**config.mk**
```make
export PLATFORM = sky130hd
export DESIGN_NAME = exe_muldiv_iter
export DESIGN_NICKNAME = d
export VERILOG_FILES = /design/src/rtl/exe_muldiv_iter.sv
export SDC_FILE = /design/constraint.sdc
export NUM_CORES = 1
export LEC_CHECK = 0
export CORE_UTILIZATION = 37
export CTS_CLUSTER_SIZE = 14
export DETAILED_ROUTE_END_ITERATION = 10
export PLACE_DENSITY_LB_ADDON = 0.05
export SLEW_MARGIN = 20
export SYNTH_ARGS = -nofsm -noshare
export SYNTH_HDL_FRONTEND = slang
export SYNTH_SLANG_ARGS = --single-unit
```
**constraint.sdc**
```tcl
create_clock -name clk -period 3.2 [get_ports clk]
set_clock_uncertainty 0.1 [all_clocks]
set_input_delay 0.64 -clock clk [delete_from_list [all_inputs] [get_ports clk]]
set_output_delay 0.64 -clock clk [all_outputs]
set_load 0.005 [all_outputs]
```
**src/rtl/exe_muldiv_iter.sv**
```systemverilog
// Iterative RV M-extension unit for the EXE stage. Multiplies by shift-add and
// divides by restoring division, retiring BITS_PER_CYCLE bits per iteration.
// Operands are reduced to magnitudes on entry and the sign is restored in FIX.
module exe_muldiv_iter #(
    parameter int XLEN           = 32,
    parameter int BITS_PER_CYCLE = 1,
    parameter int EARLY_OUT      = 1
) (
    input  logic            clk,
    input  logic            rst_n,
    input  logic            req_valid,
    output logic            req_ready,
    input  logic [2:0]      req_op,
    input  logic [XLEN-1:0] req_opr1,
    input  logic [XLEN-1:0] req_opr2,
    input  logic [4:0]      req_rd_addr,
    input  logic            flush,
    output logic            rsp_valid,
    input  logic            rsp_ready,
    output logic [XLEN-1:0] rsp_result,
    output logic [4:0]      rsp_rd_addr,
    output logic            busy
);
    localparam int BPC = BITS_PER_CYCLE;
    localparam int N   = XLEN / BPC;
    localparam int CW  = $clog2(N);

    localparam logic [CW-1:0]     CNT_LAST = CW'(N - 1);
    localparam logic [CW-1:0]     CNT_ONE  = CW'(1);
    localparam logic [CW-1:0]     CNT_ZERO = CW'(0);
    localparam logic [XLEN-1:0]   ZERO_X   = {XLEN{1'b0}};
    localparam logic [XLEN-1:0]   ONE_X    = {{(XLEN-1){1'b0}}, 1'b1};
    localparam logic [XLEN-1:0]   ALL_ONES = {XLEN{1'b1}};
    localparam logic [XLEN-1:0]   MIN_INT  = {1'b1, {(XLEN-1){1'b0}}};
    localparam logic [XLEN:0]     ZERO_X1  = {(XLEN+1){1'b0}};
    localparam logic [2*XLEN-1:0] ZERO_2X  = {(2*XLEN){1'b0}};
    localparam logic [2*XLEN-1:0] ONE_2X   = {{(2*XLEN-1){1'b0}}, 1'b1};
    localparam logic [BPC-1:0]    ZERO_B   = {BPC{1'b0}};
    localparam logic [XLEN+BPC-1:0] ZERO_XB = {(XLEN+BPC){1'b0}};

    typedef enum logic [1:0] {
        ST_IDLE = 2'd0,
        ST_CALC = 2'd1,
        ST_FIX  = 2'd2,
        ST_DONE = 2'd3
    } state_t;

    state_t              state_r, state_nxt_s;
    logic [2:0]          op_r;
    logic                neg1_r, neg2_r, div0_r;
    logic [XLEN-1:0]     a_r;          // multiplicand or divisor magnitude
    logic [2*XLEN-1:0]   acc_r;        // product accumulator / quotient in low half
    logic [XLEN:0]       rem_r;        // partial remainder
    logic [CW-1:0]       cnt_r;
    logic [XLEN-1:0]     rsp_result_r;
    logic [4:0]          rsp_rd_addr_r;

    logic                accept_s, sgn1_s, sgn2_s, div0_s, ovf_s, early_s;
    logic [XLEN-1:0]     abs1_s, abs2_s, early_res_s;
    logic [XLEN+BPC-1:0] mul_pp_s, mul_sum_s;
    logic [2*XLEN-1:0]   mul_acc_s, prod_s;
    logic [XLEN:0]       div_rem_s;
    logic [XLEN-1:0]     div_quo_s, quo_fix_s, rem_fix_s, fix_res_s;

    // Two's-complement magnitude of a value that may be signed.
    function automatic logic [XLEN-1:0] abs_val(input logic [XLEN-1:0] v, input logic sgn);
        logic [XLEN-1:0] r;
        if (sgn && v[XLEN-1]) begin
            r = ~v + ONE_X;
        end else begin
            r = v;
        end
        return r;
    endfunction

    assign req_ready   = (state_r == ST_IDLE) & ~flush;
    assign rsp_valid   = (state_r == ST_DONE);
    assign busy        = (state_r != ST_IDLE);
    assign rsp_result  = rsp_result_r;
    assign rsp_rd_addr = rsp_rd_addr_r;
    assign accept_s    = req_valid & req_ready;

    // Request decode: operand signedness, special divide cases and their results.
    always_comb begin
        sgn1_s = 1'b0;
        sgn2_s = 1'b0;
        if (req_op[2]) begin
            sgn1_s = ~req_op[0];
            sgn2_s = ~req_op[0];
        end else begin
            sgn1_s = (req_op[1:0] != 2'b11);
            sgn2_s = ~req_op[1];
        end
        abs1_s  = abs_val(req_opr1, sgn1_s);
        abs2_s  = abs_val(req_opr2, sgn2_s);
        div0_s  = (req_opr2 == ZERO_X);
        ovf_s   = sgn1_s & (req_opr1 == MIN_INT) & (req_opr2 == ALL_ONES);
        early_s = (EARLY_OUT != 0) && req_op[2] && (div0_s || ovf_s);
        if (req_op[1]) begin
            early_res_s = div0_s ? req_opr1 : ZERO_X;
        end else begin
            early_res_s = div0_s ? ALL_ONES : MIN_INT;
        end
    end

    // One multiply iteration: add multiplicand times the low multiplier bits, shift right.
    always_comb begin
        mul_pp_s = ZERO_XB;
        for (int i = 0; i < BPC; i++) begin
            if (acc_r[i]) begin
                mul_pp_s = mul_pp_s + ({ZERO_B, a_r} << i);
            end else begin
                mul_pp_s = mul_pp_s;
            end
        end
        mul_sum_s = {ZERO_B, acc_r[2*XLEN-1:XLEN]} + mul_pp_s;
        mul_acc_s = {mul_sum_s, acc_r[XLEN-1:BPC]};
    end

    // One restoring-division iteration producing BPC quotient bits.
    always_comb begin
        div_rem_s = rem_r;
        div_quo_s = acc_r[XLEN-1:0];
        for (int i = 0; i < BPC; i++) begin
            div_rem_s = {div_rem_s[XLEN-1:0], div_quo_s[XLEN-1]};
            div_quo_s = {div_quo_s[XLEN-2:0], 1'b0};
            if (div_rem_s >= {1'b0, a_r}) begin
                div_rem_s    = div_rem_s - {1'b0, a_r};
                div_quo_s[0] = 1'b1;
            end else begin
                div_rem_s = div_rem_s;
            end
        end
    end

    // Sign correction and result selection; a zero divisor forces an all-ones quotient.
    always_comb begin
        prod_s    = (neg1_r ^ neg2_r) ? (~acc_r + ONE_2X) : acc_r;
        quo_fix_s = div0_r ? ALL_ONES :
                    ((neg1_r ^ neg2_r) ? (~acc_r[XLEN-1:0] + ONE_X) : acc_r[XLEN-1:0]);
        rem_fix_s = neg1_r ? (~rem_r[XLEN-1:0] + ONE_X) : rem_r[XLEN-1:0];
        case (op_r)
            3'd0:                fix_res_s = prod_s[XLEN-1:0];
            3'd1, 3'd2, 3'd3:    fix_res_s = prod_s[2*XLEN-1:XLEN];
            3'd4, 3'd5:          fix_res_s = quo_fix_s;
            3'd6, 3'd7:          fix_res_s = rem_fix_s;
            default:             fix_res_s = ZERO_X;
        endcase
    end

    // Next-state logic; flush overrides everything and returns to IDLE.
    always_comb begin
        state_nxt_s = state_r;
        if (flush) begin
            state_nxt_s = ST_IDLE;
        end else begin
            case (state_r)
                ST_IDLE: state_nxt_s = accept_s ? (early_s ? ST_DONE : ST_CALC) : ST_IDLE;
                ST_CALC: state_nxt_s = (cnt_r == CNT_ZERO) ? ST_FIX : ST_CALC;
                ST_FIX:  state_nxt_s = ST_DONE;
                ST_DONE: state_nxt_s = rsp_ready ? ST_IDLE : ST_DONE;
                default: state_nxt_s = ST_IDLE;
            endcase
        end
    end

    // State register.
    always_ff @(posedge clk or negedge rst_n) begin
        if (!rst_n) begin
            state_r <= ST_IDLE;
        end else begin
            state_r <= state_nxt_s;
        end
    end

    // Operand capture, iteration registers and registered result/tag.
    always_ff @(posedge clk or negedge rst_n) begin
        if (!rst_n) begin
            op_r          <= 3'd0;
            neg1_r        <= 1'b0;
            neg2_r        <= 1'b0;
            div0_r        <= 1'b0;
            a_r           <= ZERO_X;
            acc_r         <= ZERO_2X;
            rem_r         <= ZERO_X1;
            cnt_r         <= CNT_ZERO;
            rsp_result_r  <= ZERO_X;
            rsp_rd_addr_r <= 5'd0;
        end else begin
            case (state_r)
                ST_IDLE: begin
                    if (accept_s) begin
                        op_r          <= req_op;
                        neg1_r        <= sgn1_s & req_opr1[XLEN-1];
                        neg2_r        <= sgn2_s & req_opr2[XLEN-1];
                        div0_r        <= div0_s;
                        rsp_rd_addr_r <= req_rd_addr;
                        cnt_r         <= CNT_LAST;
                        rem_r         <= ZERO_X1;
                        if (req_op[2]) begin
                            a_r   <= abs2_s;
                            acc_r <= {ZERO_X, abs1_s};
                        end else begin
                            a_r   <= abs1_s;
                            acc_r <= {ZERO_X, abs2_s};
                        end
                        if (early_s) begin
                            rsp_result_r <= early_res_s;
                        end
                    end
                end
                ST_CALC: begin
                    cnt_r <= cnt_r - CNT_ONE;
                    if (op_r[2]) begin
                        acc_r <= {ZERO_X, div_quo_s};
                        rem_r <= div_rem_s;
                    end else begin
                        acc_r <= mul_acc_s;
                    end
                end
                ST_FIX: begin
                    rsp_result_r <= fix_res_s;
                end
                default: begin
                end
            endcase
        end
    end

endmodule
```
**After elaboration in Yosys (flattened, before gate mapping)**

Cells that the tools add are included.
W data, S select, Z words.

- Register bits after elaboration: 178
- Bits of input ports: 77
- Output and inout port bits: 40
- Logic and storage cells: 103

- Add/sub/neg operators: 8
- $lt $le $gt $ge: 1
- Equal/unequal tests: 16
- Muxes and demuxes: 34
- Bitwise operators: 15
- Reductions and logical operators: 18

Operators with widths:

| kind | number |
|---|---|
| $mux W32 | 15 |
| $mux W64 | 3 |
| $add A32 B1 Y32 const B | 4 |
| $not A32 Y32 | 4 |
| $pmux W32 S2 | 2 |
| $pmux W32 S4 | 1 |
| $pmux W64 S2 | 1 |
| $add A64 B1 Y64 const B | 1 |
| $eq A32 B32 Y1 const B | 2 |
| $not A64 Y64 | 1 |
| $add A32 B33 Y33 | 1 |
| $ge A33 B32 Y1 | 1 |
| $logic_not A32 Y1 | 1 |
| $sub A32 B32 Y32 | 1 |
| $mux W31 | 1 |
| $eq A3 B3 Y1 const B | 4 |
| $mux W2 | 5 |
| $pmux W5 S2 | 1 |
| $ne A2 B2 Y1 const B | 4 |
| $pmux W2 S4 | 1 |
| $and A1 B1 Y1 | 6 |
| $eq A3 B2 Y1 const B | 2 |
| $reduce_and A3 Y1 | 2 |
| $reduce_bool A2 Y1 | 3 |
| 16 further kinds | 25 |

**Depth between registers and ports, before layout**

- Depth in word-level cells: 10
- Mapped depth: 15
- Depth with buffers taken out: 13

**Worst setup path before layout**

Ideal clock, no wire load.

- Path kind: register to register
- From: register acc_r[0]
- To: register acc_r[51]
- Library setup time: 0.122 ns
- Arrival time: 3.147 ns
- Data required time: 2.978 ns
- Slack: -0.169 ns
- Cell stages (with the launch flop): 15
- Buffers on the path: 2
- Clock period less this slack: 3.369 ns
- Cells stage by stage: dfrtp_1 > clkbuf_1 > inv_1 > clkbuf_1 > nor2_1 > ha_1 > and3_1 > a31o_2 > o21ai_1 > a41oi_1 > o21ai_0 > nand2b_1 > o311a_1 > or3_1 > a32o_1

- Word-level cells in the longest chain between the ends: 4

RTL lines:

| element | RTL line | text |
|---|---|---|
| start: declaration | 52 | `logic [2*XLEN-1:0] acc_r;` |
| start signal: assignment | 202 | `acc_r <= {ZERO_X, abs1_s};` |
| start signal: assignment | 205 | `acc_r <= {ZERO_X, abs2_s};` |
| start signal: assignment | 215 | `acc_r <= {ZERO_X, div_quo_s};` |
| $mux W32 | 110 | `if (acc_r[i]) begin` |
| $add A32 B33 Y33 | 116 | `mul_sum_s = {ZERO_B, acc_r[2*XLEN-1:XLEN]} + mul_pp_s;` |
| $mux W64 | 214 | `if (op_r[2]) begin` |
| $pmux W64 S2 | 190 | `case (state_r)` |

No other way between the ends.
A chain may end at the register's enable or synchronous reset.

**Worst setup path in the final report**

Ends and elaborated chain as after synthesis.

==> flow_summary.json <==
{
  "status": "finished, final reports clean",
  "ioPinCount": 117,
  "crit_arrival_ns": 3.48,
  "grt_pass1_vias": 17300,
  "pwr-share-comb_pct": 70.6,
  "antenna_left": 0,
  "syn_to_final_growth_pct": 39.6,
  "slew_headroom_pct": 37.6,
  "crit_family": "compound AO/OA/AOI/OAI gates",
  "cts_htree_levels": 4,
  "rsz0062_at_grt": "true",
  "clockBufferDepth": 2,
  "clkPwrFrac_pct": 11.2,
  "postCtsHoldBufs": 0,
  "final-hold-violation-count": 0,
  "intPower_mw": 9.90,
  "synthArstFlopShare_pct": 100,
  "reg2reg_from": "acc_r[0]",
  "dieArea_mm2": 0.0449,
  "cts_tree": "yes",
  "fin_total_pwr_mw": 19.3,
  "hold_path_class": "in -> async",
  "avgViaCountPerCell": 5.77,
  "grt_pass1_wl_mm": 111,
  "routed_wl_mm": 75.6,
  "tns_ns": 0,
  "setup_viol": 0,
  "clk_latency_ns": 0.50,
  "cp.required_ns": 3.49,
  "die_y_um": 212,
  "core_mm2": 0.0433,
  "swShare_pct": 48.6,
  "ys_types": 79,
  "drv_slew": 0,
  "synth_top_area_share_pct": 27.3,
  "fp.dieW_um": 212,
  "fmax_mhz": 314,
  "critPathLaunch": "acc_r[0]",
  "worst_setup_path_start_kind": "flip-flop",
  "power_density_mw_per_mm2": 846,
  "synth_area_leaders": "dfrtp_1 27%, o21ai_0 6.2%, a21oi_1 5.7%, xnor2_1 5.6%, ha_1 5.4%",
  "crit_type": "reg -> reg",
  "fin_crit_ns": 3.19,
  "vias": 18300,
  "synth-main-ff-cell": "dfrtp_1",
  "numPortBuffers": 116,
  "path_buf_inv": 4,
  "gr-total-overflow": 0,
  "syn_area_per_cell_um2": 7.66,
  "power.switching_mw": 9.35,
  "slowest_stage": "dfrtp_1",
  "cpPeakStageDelay_ns": 0.40,
  "root_buffer": "clkbuf_16",
  "drc": 0,
  "synth-edff-count": 0,
  "numCtsBuffers": 17,
  "cap_violations": 0,
  "antenna_found_initial": 4,
  "worstMarginPinSlew_ns": 0.933,
  "rows": 76,
  "power_leakage_nw": 9.96,
  "gp_congestion": 0.976,
  "grt.total_usage_pct": 33.8,
  "syn_area_mm2": 0.0163,
  "drt-initial-drc-count": 1772,
  "end_kind": "flip-flop",
  "ys_top_cells_by_count": "212 x nand2_1, 204 x nor2_1, 203 x o21ai_0, 187 x a21oi_1, 178 x dfrtp_1",
  "p_seq_share_pct": 18.2,
  "clock-sinks": 178,
  "ys_seq_elements": 178,
  "dp_hpwl_mm": 61.2,
  "ir_worst_vdd_mv": 0.591,
  "finalNonFillerCells": 3178,
  "final_core_utilization_pct": 52.6,
  "drt_first_pass_iters": 5,
  "placed_cells": 3119,
  "avgRoutedWirePerCell_um": 23.8,
  "ys.warnings.count": 0,
  "critPathMaxFanout": 8,
  "worstPathCellList": "inv_2 -> buf_8 -> nor2_2 -> buf_4 -> ha_4 -> and3_4 -> and3_4 -> o211ai_1 -> buf_4 -> a41oi_2 -> o21ai_2 -> nand2b_1 -> o311a_1 -> or3_1 -> a32o_1",
  "initial_core_util_pct": 37.7,
  "clkTransAtPathRegs_ns": 0.07,
  "drive_gt1_share_pct": 25.4,
  "post-route-period-util_pct": 99.6,
  "grt_max_degree": 70,
  "yosysSeqAreaShare_pct": 27.3,
  "layout.nets": 2728,
  "synth_largest_area_cell": "dfrtp_1",
  "netlist_instances": 2131,
  "synth_nets": 2280,
  "yosysMostFrequentCell": "nand2_1"
}
==> routing by layer <==
| layer | vias to the layer above | GRT usage (%) | part of all wire (%) |
|---|---|---|---|
| met2 | 617 | 53.4 | 45 |
| met1 | 8967 | 47.1 | 45 |
| li1 | 8653 | - | - |
| met4 | 4 | 11.5 | 3.2 |
| met5 | - | 0 | 0.026 |
| met3 | 104 | 4.76 | 6.1 |
==> per-stage QoR <==
| step | cell area (um2) | hold slack, ns | worst slack (ns) |
|---|---|---|---|
| after detailed placement | 21100 | 0.362 | -0.750 |
| after CTS | 22000 | 0.0114 | -0.00883 |
| after global routing | 22800 | 0.0236 | -0.0854 |
| final | 22800 | 0.0248 | 0.0122 |
| after global placement | 21100 | 0.365 | -0.698 |
| after floorplan | 16300 | 0.244 | 0.0000244 |
==> timing repair <==
item,in CTS,in global routing
buffers inserted,10,20
pin swaps,15,52
resized for setup,69,129
setup endpoints to repair,70,91
gates cloned,0,2
==> cells by family (layout without fill, tap and decap cells) <==
logic type | count (synthesis) | count (layout) | synth area share [%]
AOI/OAI and AO/OA | 746 | 746 | 29.0
and+or+nand+nor | 650 | 650 | 18.7
buffers and inverters | 233 | 694 | 5.47
xor gates and xnor gates | 201 | 201 | 10.8
DFF | 178 | 178 | 27.3
adders and majority gates | 72 | 72 | 5.61
muxes | 51 | 51 | 3.14
other | 0 | 1 | 0
==> layout make-up <==
cell class | count | area, um2
diodes | 1 | 2.50
repair buffers | 574 | 4860
flip-flops and latches | 178 | 4460
clock buffers | 19 | 453
inverters | 88 | 330
well taps | 585 | 732
fillers | 4263 | 20500
multi-input cells | 1720 | 11800
clock inverters | 13 | 115
==> sequential cells by signal, summed over array words and instances (netlist names) <==
name         flops
acc_r           64
neg2_r           1
rsp_rd_addr      5
neg1_r           1
div0_r           1
op_r             3
state_r          2
rem_r           32
cnt_r            5
a_r             32
rsp_result      32
==> cells in the final DEF, fill, tap and decap left out, drive strengths merged, types with 7 or more instances in the layout <==
cell,instances
o221ai,17
clkbuf,22
a211oi,64
and2,12
o41ai,11
xnor2,104
or3,21
o21bai,8
and3,11
or2,9
nand2,212
dfrtp,178
xor2,97
ha,70
nand4,31
nand3,30
o211ai,29
a22o,23
clkdlybuf4s50,111
o21ai,206
mux2i,50
nor3,41
nor2b,7
a31oi,40
nand2b,16
nor2,204
o21a,10
o31ai,41
a21o,40
nor4,21
inv,94
o22ai,9
or4,16
a22oi,12
a21oi,187
buf,457
==> final timing paths <==
kind	endpoint	slack, ns	cells past startpoint
min in group clk	cnt_r[3]	0.38	1
worst max register to register	acc_r[51]	0.01	15
worst min register to register	cnt_r[3]	0.38	1
worst min-delay path	cnt_r[4]	0.02	1
max in group asynchronous	rem_r[1]	2.27	2
worst max-delay path	acc_r[51]	0.01	15
==> power groups by stage <==
| stage | logic (mW) | registers [mW] | clock network [mW] |
|---|---|---|---|
| CTS | 12.6 | 3.48 | 2.18 |
| global placement | 12.2 | 3.49 | 0 |
| finish | 13.6 | 3.51 | 2.16 |
| detailed placement | 12.3 | 3.49 | 0 |
| floorplan | 6.66 | 3.43 | 0 |
| global route | 14.5 | 3.58 | 2.27 |
Note: power is estimated with default switching activity, not from simulation.
